**src/rtl/usb3_fifo_reader.sv**
```systemverilog
// FX3 slave-FIFO read master: waits for FLAGA, reads one BURST_LEN-word burst and tags each word with code 6.
// Outputs are registered from next_state, so a state's strobes are live on the cycle it is entered.
module usb3_fifo_reader #(
  parameter int         BURST_LEN  = 256,
  parameter int         RD_LATENCY = 2,
  parameter int         HOLDOFF    = 4,
  parameter logic [1:0] FIFO_ADDR  = 2'b11
) (
  input  logic        clk,
  input  logic        rst,
  input  logic        en,
  input  logic        USB3_FLAGA,
  input  logic [31:0] USB3_DQ,
  output logic        USB3_SLCS_N,
  output logic        USB3_SLOE_N,
  output logic        USB3_SLRD_N,
  output logic        USB3_SLWR_N,
  output logic [1:0]  USB3_A,
  output logic [31:0] data,
  output logic [3:0]  usb_rd_state,
  output logic        burst_done,
  output logic [15:0] burst_count
);

  typedef enum logic [3:0] {
    S_IDLE  = 4'd0,
    S_SEL   = 4'd1,
    S_OE    = 4'd2,
    S_RD    = 4'd3,
    S_FILL  = 4'd4,
    S_FILL2 = 4'd5,
    S_DATA  = 4'd6,
    S_END   = 4'd7,
    S_HOLD  = 4'd8
  } state_t;

  localparam logic [16:0] ISSUE_MAX = 17'(BURST_LEN);
  localparam logic [15:0] CAP_LAST  = 16'(BURST_LEN - 1);
  localparam logic [2:0]  LAT_LAST  = 3'(RD_LATENCY - 1);
  localparam logic [3:0]  HOLD_LAST = 4'(HOLDOFF - 1);

  state_t      state, next_state;
  logic [16:0] issue_cnt, issue_nxt;
  logic [15:0] cap_cnt;
  logic [2:0]  lat_cnt;
  logic [3:0]  hold_cnt;
  logic        cs_nxt, oe_nxt, rd_nxt;

  always_comb begin
    next_state = state;
    case (state)
      S_IDLE: if (en && USB3_FLAGA) next_state = S_SEL;
      S_SEL:  next_state = S_OE;
      S_OE:   next_state = S_RD;
      S_RD, S_FILL, S_FILL2: begin
        if (lat_cnt == LAT_LAST)  next_state = S_DATA;
        else if (state == S_FILL) next_state = S_FILL2;
        else                      next_state = S_FILL;
      end
      S_DATA: if (cap_cnt == CAP_LAST) next_state = S_END;
      S_END:  next_state = S_HOLD;
      S_HOLD: if (hold_cnt == HOLD_LAST) next_state = S_IDLE;
      default: next_state = S_IDLE;
    endcase
  end

  // The read strobe is cut by issued count, not by state, so the pipeline drains in DATA with SLRD_N high.
  always_comb begin
    issue_nxt = issue_cnt + {16'd0, ~USB3_SLRD_N};
    cs_nxt    = next_state inside {S_SEL, S_OE, S_RD, S_FILL, S_FILL2, S_DATA};
    oe_nxt    = next_state inside {S_OE, S_RD, S_FILL, S_FILL2, S_DATA};
    rd_nxt    = (next_state inside {S_RD, S_FILL, S_FILL2, S_DATA}) && (issue_nxt < ISSUE_MAX);
  end

  always_ff @(posedge clk) begin
    if (rst) begin
      state       <= S_IDLE;
      issue_cnt   <= '0;
      cap_cnt     <= '0;
      lat_cnt     <= '0;
      hold_cnt    <= '0;
      USB3_SLCS_N <= 1'b1;
      USB3_SLOE_N <= 1'b1;
      USB3_SLRD_N <= 1'b1;
      USB3_A      <= 2'b00;
      data        <= '0;
      burst_done  <= 1'b0;
      burst_count <= '0;
    end else begin
      state       <= next_state;
      issue_cnt   <= (state == S_IDLE) ? 17'd0 : issue_nxt;
      cap_cnt     <= (state == S_DATA) ? cap_cnt + 16'd1 : 16'd0;
      lat_cnt     <= (state inside {S_RD, S_FILL, S_FILL2}) ? lat_cnt + 3'd1 : 3'd0;
      hold_cnt    <= (state == S_HOLD) ? hold_cnt + 4'd1 : 4'd0;
      USB3_SLCS_N <= ~cs_nxt;
      USB3_SLOE_N <= ~oe_nxt;
      USB3_SLRD_N <= ~rd_nxt;
      USB3_A      <= cs_nxt ? FIFO_ADDR : 2'b00;
      if (next_state == S_DATA) data <= USB3_DQ;
      burst_done  <= (next_state == S_END);
      if (next_state == S_END) burst_count <= burst_count + 16'd1;
    end
  end

  assign usb_rd_state = state;
  assign USB3_SLWR_N  = 1'b1;

endmodule
```
**config.mk**
```make
export PLATFORM = sky130hd
export DESIGN_NAME = usb3_fifo_reader
export DESIGN_NICKNAME = d
export VERILOG_FILES = /design/src/rtl/usb3_fifo_reader.sv
export SDC_FILE = /design/constraint.sdc
export NUM_CORES = 1
export LEC_CHECK = 0
export CORE_ASPECT_RATIO = 1.75
export CORE_MARGIN = 4
export CORE_UTILIZATION = 54
export DETAILED_ROUTE_END_ITERATION = 10
export HOLD_SLACK_MARGIN = 0.05
export PLACE_DENSITY = 0.85
export SLEW_MARGIN = 20
export SYNTH_ARGS = -nofsm -noshare
export SYNTH_HDL_FRONTEND = slang
export SYNTH_SLANG_ARGS = --single-unit
```
**constraint.sdc**
```tcl
create_clock -name clk -period 5.5 [get_ports clk]
set_clock_uncertainty 0.05 [all_clocks]
set_input_delay 0.825 -clock clk [delete_from_list [all_inputs] [get_ports clk]]
set_output_delay 0.825 -clock clk [all_outputs]
set_load 0.01 [all_outputs]
```
==> impl_metrics.csv <==
group,metric,value,unit
global_route,grt_pass1_wl,14.1,mm
routing,wirelength,8.70,mm
pwr,vdd_ir_drop_max,0.000184,V
synthesis,synth_edf_count,0,
pwr,p_leak,2.15,nW
die,pin_count,95,
routing,wire_per_inst,14.3,um
routing,drc_errors,0,
setup_path,crit_path_end_kind,"register",
setup_path,critical_path_class,"input pin to register",
synthesis,yosys_warnings,0,
timing,finalHoldViolCount,0,
placement,dpl.cell_count,592,
setup_path,crit_buf_inv,1,
hold_path,min_path_type,"register to register",
synthesis,ys_types,48,
synthesis,synth_nets,476,
finish,fin_util,0.721,
synthesis,synth.most_common_cell,"nor2_1",
synthesis,synthAdderAreaFrac,0.0212,
clock_tree,clock_path_buffers,2,
timing,finalSetupViolations,0,
clock_tree,cts_buffers,9,
timing,worst_slew_pin_slew,1.03,ns
clock_tree,htree_num_levels,3,
setup_path,path_max_fanout,32,
synthesis,synth-xor-area-share,0.108,
global_route,grt_max_degree,61,
run_status,status,"completed",
clock_tree,holdBufCountCts,0,
timing,slew_violations,0,
synthesis,netlist_area,4120,um2
clock_tree,cts_tree,"built",
die,die_w,74.1,um
setup_path,crit_chain,"clkdlybuf4s50_1 -> a211o_1 -> nand3_1 -> nand4b_4 -> mux2i_1 -> nor2_1",
global_route,antenna_found_initial,0,
pwr,power_density,267,nW/um2
routing,drtIter0Drc,120,
finish,fillers,546,
die,coreArea,7340,um2
timing,rsz0062_at_grt,"no",
synthesis,synthTopCellsByArea,"dfxtp_1, nor2_1, mux2i_1",
finish,stdcell_count,607,
clock_tree,insertion_delay,0.34,ns
setup_path,r2r_start,"usb_rd_state[3]",
finish,fin_nets,560,
setup_path,slowest_delay,0.62,ns
timing,period_share,0.481,
global_route,grt_use_total,0.199,
clock_tree,clk_pin_slew,0.06,ns
hold_path,hold_start,"lat_cnt[0]",
synthesis,yosysSeqAreaShare,0.471,
timing,tns,0,ns
die,die_area,9150,um2
placement,placed_area,5000,um2
clock_tree,cts_resized,0,
die,start_util,0.562,
synthesis,synth_top_area_cell,"dfxtp_1",
finish,layout-drive-gt1-share,0.0576,
finish,syn2layout_area_growth,28.2,%
synthesis,synth_area_per_cell,9.52,um2
die,die_h,124,um
synthesis,ys_top_cells_by_count,"nor2_1, dfxtp_1, mux2i_1",
synthesis,netlist_instances,433,
clock_tree,clock_sinks,97,
routing,drtPass1Iterations,4,
synthesis,synth_top_family_by_area,"simple AND/OR/NAND/NOR gates",
finish,num_antenna_cells,0,
placement,hpwl,6.25,mm
timing,fin_crit,2.65,ns
clock_tree,post-cts-setup-buffers,0,
die,rows,41,
setup_path,critical_path_arrival,2.78,ns
setup_path,worst_path_max_delay_cell,"nand4b_4",
placement,numPortBuffers,93,
synthesis,ys.flop_type,"dfxtp_1",
setup_path,path_delay_family,"simple AND/OR/NAND/NOR gates",
synthesis,yosysTopAreaCellShare,0.471,
synthesis,synth_compound_area_frac,0.0355,
setup_path,cp-start-kind,"input pin",
synthesis,synthMuxAreaShare,0.0825,
placement,gp_congestion,0.814,
synthesis,ys_seq_elements,97,
timing,maxSlewHeadroom,0.315,
job,drv_cap,0,
routing,vias,3206,
finish,final_area,5290,um2
routing,routed_via_density,5.28,
setup_path,required,5.64,ns
global_route,grt_overflow,0,
synthesis,synth-simple-area-share,0.234,
timing,fmax,0.378,GHz
routing,postRouteAntennaNets,0,
setup_path,startpoint,"en",
global_route,grt_pass1_vias,3159,
clock_tree,root_buffer,"clkbuf_16",
synthesis,synthArstFlopShare,0,
worst reg2reg max path, delay by kind of cell, from the launching register on:
kind	cells	cell delay (ns)
flip-flops	1	0.55
AND/OR/NAND/NOR	5	1.28
multiplexers	1	0.40
final cells by class:
class | instances | area, um2 | area share
Clock buffer | 13 | 270 | 0.0511
Multi-Input combinational cell | 306 | 1990 | 0.377
Tap cell | 86 | 108 | 0.0204
Timing Repair Buffer | 93 | 926 | 0.175
Inverter | 10 | 37.5 | 0.00710
Clock inverter | 2 | 12.5 | 0.00237
Sequential cell | 97 | 1940 | 0.367
state kept, by name, summed over array words and instances, names as in the netlist:
name and flops:
USB3_SLOE_N 1, lat_cnt 3, burst_done 1, USB3_SLCS_N 1, usb_rd_state 4, cap_cnt 16, issue_cnt 17, data 32
USB3_SLRD_N 1, burst_count 16, hold_cnt 4, USB3_A 1
path summary, 6_finish.rpt:
check / depth (start not counted) / endpoint / slack, ns
worst max-delay path: 6 / data[8] / 2.85
worst min-delay path: 1 / lat_cnt[0] / 0.41
worst max register to register: 6 / data[8] / 3.07
worst min register to register: 1 / lat_cnt[0] / 0.41
metrics by stage:
| step | power, mW | setup slack, ns | hold slack (ns) |
|---|---|---|---|
| floorplan | 0.793 | 3.48 | 0.368 |
| global placement | 0.842 | 2.56 | 0.379 |
| detailed placement | 0.844 | 2.48 | 0.398 |
| CTS | 1.43 | 2.85 | 0.417 |
| global route | 1.47 | 2.70 | 0.435 |
| finish | 1.41 | 2.85 | 0.411 |
power by group:
group	total, mW	switching (mW)	internal [mW]	leakage [nW]
Sequential	0.723	0.0101	0.713	0.782
Clock	0.586	0.246	0.340	0.138
Combinational	0.105	0.0465	0.0584	1.23
Total	1.41	0.302	1.11	2.15
cell families (layout without fill, tap and decap cells):
kind of cell,Yosys count,in the layout
simple gates,192,192
other cells,1,1
xor+xnor,51,51
flops,97,97
mux,34,34
fa+ha+maj,7,7
compound gates,21,21
buf+inv,30,118
layer usage:
metal	routed length, um	up-vias	part of all wire	GRT usage
met4	151	0	0.017	0.0760
met5	0	-	0	0
met3	779	12	0.090	0.0679
li1	-	1615	-	-
met2	4450	93	0.51	0.357
met1	3320	1486	0.38	0.209
cells in the final DEF, fill, tap and decap left out, types with 2 or more instances in the layout:
master           Yosys  layout
nand3_1             20      20
nor2_1             101     101
and3_1               4       4
o21ai_0              4       4
a21oi_1              7       7
xnor2_1             22      22
clkdlybuf4s50_1      0      92
dfxtp_1             97      97
nor2_2               2       2
inv_1               10      10
nand4_1              9       9
nand2_1             21      21
a21o_1               2       2
nor3b_1              2       2
mux2i_1             34      34
ha_1                 7       7
clkbuf_16            0       9
clkbuf_8             0       3
xor2_1              29      29
or3_1                2       2
nor4_2               2       2
nor3_1              10      10
and4_1               4       4
(Power assumes the default switching activity.)
